===== src/rtl/seq_mac_pkg.sv =====
// Shared types and width helpers for the seq_mac multiply-accumulate stage.
// Optional build macro SEQ_MAC_SIGNED_EN is consumed by seq_mac.sv, not here.
package seq_mac_pkg;

    typedef enum logic [1:0] {
        IDLE = 2'd0,
        RUN  = 2'd1,
        ACC  = 2'd2
    } state_t;

    function automatic int acc_w(input int width, input int guard);
        return 2 * width + guard;
    endfunction

    // Ceiling log2, floored at 1 so a counter always has at least one bit.
    function automatic int clog2(input int value);
        int r;
        r = 0;
        for (int i = 0; i < 31; i++) begin
            if ((32'sd1 <<< i) < value) begin
                r = i + 1;
            end
        end
        return (r < 1) ? 1 : r;
    endfunction

endpackage


===== src/rtl/mac_reg.sv =====
// N-bit storage register with load enable and asynchronous active-high reset.
module mac_reg #(
    parameter int N = 8
) (
    input  logic         clk,
    input  logic         reset,
    input  logic         en,
    input  logic [N-1:0] d,
    output logic [N-1:0] q
);

    // Hold value unless enabled; reset clears immediately.
    always_ff @(posedge clk or posedge reset) begin
        if (reset) begin
            q <= {N{1'b0}};
        end else if (en) begin
            q <= d;
        end
    end

endmodule


===== src/rtl/seq_mac.sv =====
// Sequential shift-add multiplier feeding a guarded running accumulator.
// Build macro SEQ_MAC_SIGNED_EN selects two's complement Booth mode.
module seq_mac
    import seq_mac_pkg::*;
#(
    parameter int WIDTH = 8,
    parameter int GUARD = 4
) (
    input  logic                               clk,
    input  logic                               reset,
    input  logic                               start,
    input  logic                               clear_acc,
    input  logic [WIDTH-1:0]                   a,
    input  logic [WIDTH-1:0]                   b,
    output logic                               busy,
    output logic                               done,
    output logic [acc_w(WIDTH, GUARD)-1:0]     acc,
    output logic                               ovf
);

    localparam int ACC_W  = acc_w(WIDTH, GUARD);
    localparam int PROD_W = 2 * WIDTH;
    localparam int CNT_W  = clog2(WIDTH);
`ifdef SEQ_MAC_SIGNED_EN
    localparam int MPL_W  = WIDTH + 1;   // low bit holds the previous Booth bit
`else
    localparam int MPL_W  = WIDTH;
`endif
    localparam logic [CNT_W-1:0] CNT_LAST = CNT_W'(WIDTH - 1);

    state_t              state_r, state_s;
    logic                accept_s, clear_s, run_s, acc_step_s;
    logic                opnd_en_s, acc_en_s, ovf_step_s;
    logic [WIDTH-1:0]    mcand_r;
    logic [MPL_W-1:0]    mpl_r, mpl_d_s;
    logic [PROD_W-1:0]   prod_r, prod_d_s;
    logic [WIDTH:0]      step_sum_s;
    logic [CNT_W-1:0]    cnt_r;
    logic [ACC_W-1:0]    prod_ext_s, acc_sum_s, acc_d_s;
    logic                busy_r, done_r, ovf_r;

    // State register.
    always_ff @(posedge clk or posedge reset) begin
        if (reset) begin
            state_r <= IDLE;
        end else begin
            state_r <= state_s;
        end
    end

    // Next-state and per-state strobes.
    always_comb begin
        state_s    = state_r;
        accept_s   = 1'b0;
        clear_s    = 1'b0;
        run_s      = 1'b0;
        acc_step_s = 1'b0;
        case (state_r)
            IDLE: begin
                clear_s = clear_acc;
                if (start) begin
                    accept_s = 1'b1;
                    state_s  = RUN;
                end else begin
                    state_s  = IDLE;
                end
            end
            RUN: begin
                run_s = 1'b1;
                if (cnt_r == CNT_LAST) begin
                    state_s = ACC;
                end else begin
                    state_s = RUN;
                end
            end
            ACC: begin
                acc_step_s = 1'b1;
                state_s    = IDLE;
            end
            default: begin
                state_s = IDLE;
            end
        endcase
    end

    // Bit counter and registered status outputs.
    always_ff @(posedge clk or posedge reset) begin
        if (reset) begin
            cnt_r  <= {CNT_W{1'b0}};
            busy_r <= 1'b0;
            done_r <= 1'b0;
            ovf_r  <= 1'b0;
        end else begin
            busy_r <= (state_s != IDLE);
            done_r <= acc_step_s;
            if (accept_s) begin
                cnt_r <= {CNT_W{1'b0}};
            end else if (run_s) begin
                cnt_r <= cnt_r + CNT_W'(1);
            end
            if (clear_s) begin
                ovf_r <= 1'b0;
            end else if (acc_step_s) begin
                ovf_r <= ovf_r | ovf_step_s;
            end
        end
    end

    // One multiplier step: add into the upper half, then shift product right.
    always_comb begin
`ifdef SEQ_MAC_SIGNED_EN
        case (mpl_r[1:0])
            2'b01:   step_sum_s = {prod_r[PROD_W-1], prod_r[PROD_W-1:WIDTH]}
                                + {mcand_r[WIDTH-1], mcand_r};
            2'b10:   step_sum_s = {prod_r[PROD_W-1], prod_r[PROD_W-1:WIDTH]}
                                - {mcand_r[WIDTH-1], mcand_r};
            default: step_sum_s = {prod_r[PROD_W-1], prod_r[PROD_W-1:WIDTH]};
        endcase
`else
        if (mpl_r[0]) begin
            step_sum_s = {1'b0, prod_r[PROD_W-1:WIDTH]} + {1'b0, mcand_r};
        end else begin
            step_sum_s = {1'b0, prod_r[PROD_W-1:WIDTH]};
        end
`endif
        if (accept_s) begin
            prod_d_s = {PROD_W{1'b0}};
`ifdef SEQ_MAC_SIGNED_EN
            mpl_d_s  = {b, 1'b0};
`else
            mpl_d_s  = b;
`endif
        end else begin
            prod_d_s = {step_sum_s, prod_r[WIDTH-1:1]};
            mpl_d_s  = {1'b0, mpl_r[MPL_W-1:1]};
        end
    end

    // Accumulator adder and overflow detection.
    always_comb begin
`ifdef SEQ_MAC_SIGNED_EN
        prod_ext_s = {{GUARD{prod_r[PROD_W-1]}}, prod_r};
        acc_sum_s  = acc + prod_ext_s;
        ovf_step_s = (acc[ACC_W-1] == prod_ext_s[ACC_W-1]) &&
                     (acc_sum_s[ACC_W-1] != acc[ACC_W-1]);
`else
        prod_ext_s = {{GUARD{1'b0}}, prod_r};
        {ovf_step_s, acc_sum_s} = {1'b0, acc} + {1'b0, prod_ext_s};
`endif
        if (acc_step_s) begin
            acc_d_s = acc_sum_s;
        end else begin
            acc_d_s = {ACC_W{1'b0}};
        end
    end

    assign opnd_en_s = accept_s | run_s;
    assign acc_en_s  = clear_s | acc_step_s;

    mac_reg #(.N(WIDTH))  u_mcand (.clk(clk), .reset(reset), .en(accept_s),  .d(a),        .q(mcand_r));
    mac_reg #(.N(MPL_W))  u_mpl   (.clk(clk), .reset(reset), .en(opnd_en_s), .d(mpl_d_s),  .q(mpl_r));
    mac_reg #(.N(PROD_W)) u_prod  (.clk(clk), .reset(reset), .en(opnd_en_s), .d(prod_d_s), .q(prod_r));
    mac_reg #(.N(ACC_W))  u_acc   (.clk(clk), .reset(reset), .en(acc_en_s),  .d(acc_d_s),  .q(acc));

    assign busy = busy_r;
    assign done = done_r;
    assign ovf  = ovf_r;

endmodule

===== config.mk =====
export PLATFORM = sky130hd
export DESIGN_NAME = seq_mac
export DESIGN_NICKNAME = d
export VERILOG_FILES = /design/src/rtl/seq_mac_pkg.sv /design/src/rtl/mac_reg.sv /design/src/rtl/seq_mac.sv
export SDC_FILE = /design/constraint.sdc
export NUM_CORES = 1
export LEC_CHECK = 0
export ABC_AREA = 0
export CORE_MARGIN = 5
export CORE_UTILIZATION = 62
export CTS_BUF_LIST = sky130_fd_sc_hd__clkbuf_2 sky130_fd_sc_hd__clkbuf_4 sky130_fd_sc_hd__clkbuf_8
export CTS_CLUSTER_SIZE = 12
export DETAILED_ROUTE_END_ITERATION = 7
export PLACE_DENSITY_LB_ADDON = 0.12
export SYNTH_ARGS = -nofsm -noshare
export SYNTH_HDL_FRONTEND = slang
export SYNTH_SLANG_ARGS = --single-unit
export TNS_END_PERCENT = 30

===== constraint.sdc =====
create_clock -name clk -period 7.2 [get_ports clk]
set_input_delay 1.44 -clock clk [delete_from_list [all_inputs] [get_ports clk]]
set_output_delay 1.44 -clock clk [all_outputs]
set_load 0.03 [all_outputs]

==> Implementation_results.wiki <==
{| class="wikitable"
! Metric !! Value
|-
| Outcome || complete, no violations
|-
| CP Buf/Inv Count || 1
|-
| Largest net degree at the start of global routing || between 60 and 70
|-
| Number of resized instances in the post-cts repair step || 0
|-
| Number of flops mapped to enable cells by yosys || 0
|-
| Die span in y || approximately 86 µm
|-
| Total of hold buffers inserted after clock tree synthesis || 0
|-
| Wire length of the first global-routing pass || 13700 µm
|-
| Fraction of final layout cells with drive strength greater than 1 || under 10%
|-
| Register bit total from synthesis || 60
|-
| Vias in the first global route || ~2900
|-
| Number of instances in the synthesized netlist || 387
|-
| Final instance area || 4250 µm²
|-
| TritonCTS sink count || 60
|-
| Main combinational cell family by area after synthesis || compound AO/OA/AOI/OAI gates
|-
| Buffer count from post-CTS setup fixing || 0
|-
| Number of cells after detailed placement || about 490
|-
| Sequential cell fraction of total power || a little over a third
|-
| GRT overflow || 0
|-
| Final nets || 474
|-
| Multiplexer fraction of the synthesized cell area || 2.54%
|-
| Count of different cell masters after synthesis || 43
|-
| Worst vdd ir || 219 µV
|-
| CTS tree || built
|-
| Design internal power || 0.941 mW
|-
| Area taken by flip-flops and latches || 1500 µm²
|-
| Clock tree buffer depth || 2
|-
| Ratio of routed vias to standard cells || 5.94
|-
| Worst setup path class || flip-flop to output port
|-
| Detailed Place HPWL || 5620 µm
|-
| Gate power share || 41.5%
|-
| Signed area change from the synthesized netlist to the final layout || 19.9%
|-
| Total global-route track usage || 23.5%
|-
| Final Instance Count excl. Fillers || 503
|-
| Post-synth net total || 435
|-
| X dimension of the die || around 86 µm
|-
| Register clock-pin slew on the reported worst setup and hold paths || 0.07 ns
|-
| Routed len/inst || 15.7 µm
|-
| Avg Cell Area, Syn || approximately 9 µm²
|-
| Worst-case headroom to the max-slew limit || between 20% and 30%
|-
| Worst path slowest cell || sky130_fd_sc_hd__clkdlybuf4s50_1
|-
| Placeable core region || 5540 µm²
|-
| Area share of and/or/nand/nor cells after synthesis || between 15 and 20%
|-
| Total of warnings raised by yosys || 0
|-
| Largest clock skew in the final design || 0.00837 ns
|-
| Unrepaired setup endpoints after global routing || no
|-
| Net switching share of the total power || 40.3%
|-
| Worst-case hold slack || 0.487 ns
|-
| Post-DRT Antenna Nets || 0
|-
| Count of buffers inserted at the top-level ports || 42
|-
| Clock Root Buffer || sky130_fd_sc_hd__clkbuf_8
|-
| Top Ports || 43
|-
| Total power per unit cell area || 371 nW/µm²
|-
| Final weighted congestion of routability-driven global placement || 0.883
|-
| Type of the tightest min-delay check || flip-flop to flip-flop
|-
| Critical path startpoint category || flip-flop
|-
| Worst endpoint data arrival time || 1.46 ns
|-
| Number of fillers in the final layout || 405
|-
| N_diodes || 0
|-
| Cell Area, Synth || 3540 µm²
|-
| Most frequent cells in the layout || 83 x sky130_fd_sc_hd__nand2_1, 60 x sky130_fd_sc_hd__dfrtp_1, 50 x sky130_fd_sc_hd__o21ai_0, 42 x sky130_fd_sc_hd__clkdlybuf4s50_1, 26 x sky130_fd_sc_hd__ha_1
|-
| Net Switching || 0.636 mW
|-
| Post-Synth XOR/XNOR Area || 3.46%
|-
| Crit-path cells || clkdlybuf4s50_1
|-
| Detailed-route DRC error count || 0
|-
| Detailed-route via count || 2988
|-
| Kind of cell adding the most delay to the critical path || buffers and inverters
|-
| Total wire length || 7910 µm
|-
| Hold violation total from the final report || 0
|-
| Placed Instance Area || 4010 µm²
|-
| Site row count || 27
|-
| Clock latency of the later-clocked register in the worst-skew pair || 0.35 ns
|-
| Setup crit end kind || output port
|-
| Slew at the pin with the worst max-slew slack || 1.05 ns
|-
| Setup TNS Final || 0 ns
|-
| CTS H-Tree Depth || 3
|-
| Async SR Flop Fraction || 100%
|-
| Antenna violations before repair || 0
|-
| Dominant register cell in the synthesized netlist || sky130_fd_sc_hd__dfrtp_1
|-
| Commonest non-fill, non-tap cell in the layout || sky130_fd_sc_hd__nand2_1
|-
| Maxcap violations || 0
|-
| Leakage power || 1.95 nW
|-
| Detailed router's first-iteration violation count || 269
|-
| Initial Utilization || 64.0%
|-
| Compound-gate portion of the synthesized area || 22.6%
|-
| Post-synthesis sequential area ratio || 42.4%
|-
| Adder and majority gate portion of the synthesized area || 10.3%
|-
| Area of the multi-input gates || 1950 µm²
|-
| Data required time of the worst path || between 5 and 6 ns
|-
| Clock period minus worst slack || 2.90 ns
|-
| DR pass1 iterations || 4
|-
| Number of buffers created by CTS || 9
|-
| Final setup vio count || 0
|-
| Final count of pins violating max slew || 0
|-
| Critical path's largest stage delay || 0.70 ns
|-
| Fmax achieved || ~340 MHz
|-
| Largest driver fanout on the critical path || 4
|-
| Proportion of power drawn by the clock network || 23.6%
|-
| DIE AREA || about 7300 µm²
|-
| Ratio of final minimum period to clock period || roughly two fifths
|}
-- metal layers --
metal	wire, µm	share of wire (%)	GRT usage [%]
met5	0	0	0
met4	185	2.3	8.49
met3	430	5.4	5.67
met2	3800	48	38.3
met1	3490	44	30.6
-- final cells by class --
| type | count | area share, % |
|---|---|---|
| Clock buffer | 9 | 2.92 |
| Clock inverter | 7 | 2.71 |
| Inverter | 9 | 0.795 |
| Multi-Input combinational cell | 302 | 45.9 |
| Sequential cell | 60 | 35.3 |
| Tap cell | 72 | 2.12 |
| Timing Repair Buffer | 44 | 10.3 |
-- power groups by stage --
stage / Combinational (mW) / Clock (mW) / Sequential [mW]
after CTS: 0.653 / 0.375 / 0.549
final: 0.654 / 0.372 / 0.550
after global routing: 0.734 / 0.396 / 0.567
after detailed placement: 0.645 / 0 / 0.553
after floorplan: 0.468 / 0 / 0.554
after global placement: 0.619 / 0 / 0.551
-- final timing paths --
check | from | to | slack (ns) | depth (start not counted)
worst max register to register | u_acc.q[0] | u_acc.q[18] | 4.52 | 8
min in group asynchronous | reset | u_mpl.q[5] | 1.63 | 3
worst max-delay path | u_acc.q[1] | acc[1] | 4.30 | 1
max in group asynchronous | reset | u_acc.q[1] | 5.08 | 3
worst min register to register | u_mcand.q[2] | u_mcand.q[2] | 0.49 | 2
worst min-delay path | u_mcand.q[2] | u_mcand.q[2] | 0.49 | 2
-- sequential cells by signal, summed over array words and instances (netlist names) --
name	cells
busy	1
cnt_r	3
done	1
ovf	1
state_r	2
u_acc.q	20
u_mcand.q	8
u_mpl.q	8
u_prod.q	16
-- cells in the mapped netlist, types with 5 or more instances --
master,count,area share [%]
sky130_fd_sc_hd__a21o_1,7,1.5
sky130_fd_sc_hd__a21oi_1,16,2.3
sky130_fd_sc_hd__a22oi_1,7,1.5
sky130_fd_sc_hd__clkbuf_1,16,1.7
sky130_fd_sc_hd__dfrtp_1,60,42
sky130_fd_sc_hd__ha_1,26,9.2
sky130_fd_sc_hd__inv_1,9,0.95
sky130_fd_sc_hd__mux2i_1,9,2.5
sky130_fd_sc_hd__nand2_1,83,8.8
sky130_fd_sc_hd__nand3_1,9,1.3
sky130_fd_sc_hd__nor2_1,13,1.4
sky130_fd_sc_hd__o21a_1,7,1.5
sky130_fd_sc_hd__o21ai_0,50,7.1
sky130_fd_sc_hd__o21bai_1,5,1.1
sky130_fd_sc_hd__xnor2_1,7,1.7
sky130_fd_sc_hd__xor2_1,7,1.7
-- worst register-to-register path, cell delays in order (launching register included) --
cell	delay [ns]
sky130_fd_sc_hd__dfrtp_1	0.40
sky130_fd_sc_hd__ha_1	0.25
sky130_fd_sc_hd__fa_1	0.44
sky130_fd_sc_hd__a211o_1	0.33
sky130_fd_sc_hd__a2111oi_4	0.39
sky130_fd_sc_hd__o21ai_2	0.17
sky130_fd_sc_hd__a221oi_4	0.36
sky130_fd_sc_hd__nor3b_2	0.10
sky130_fd_sc_hd__mux2i_1	0.13
-- logic make-up after synthesis --
kind of cell               count (synthesis)
adders and majority gates                 28
muxes                                      9
and+or+nand+nor                          129
buffers and inverters                     25
DFF                                       60
AOI/OAI and AO/OA                        122
xor gates and xnor gates                  14
-- per-stage QoR --
step	worst slack [ns]	total power, mW	util [%]
floorplan	4.28	1.02	-
global placement	4.23	1.17	72.4
detailed placement	4.13	1.20	72.4
CTS	4.28	1.58	76.7
global route	4.23	1.70	76.7
finish	4.30	1.58	76.7
Power figures use the tool's default switching activity.
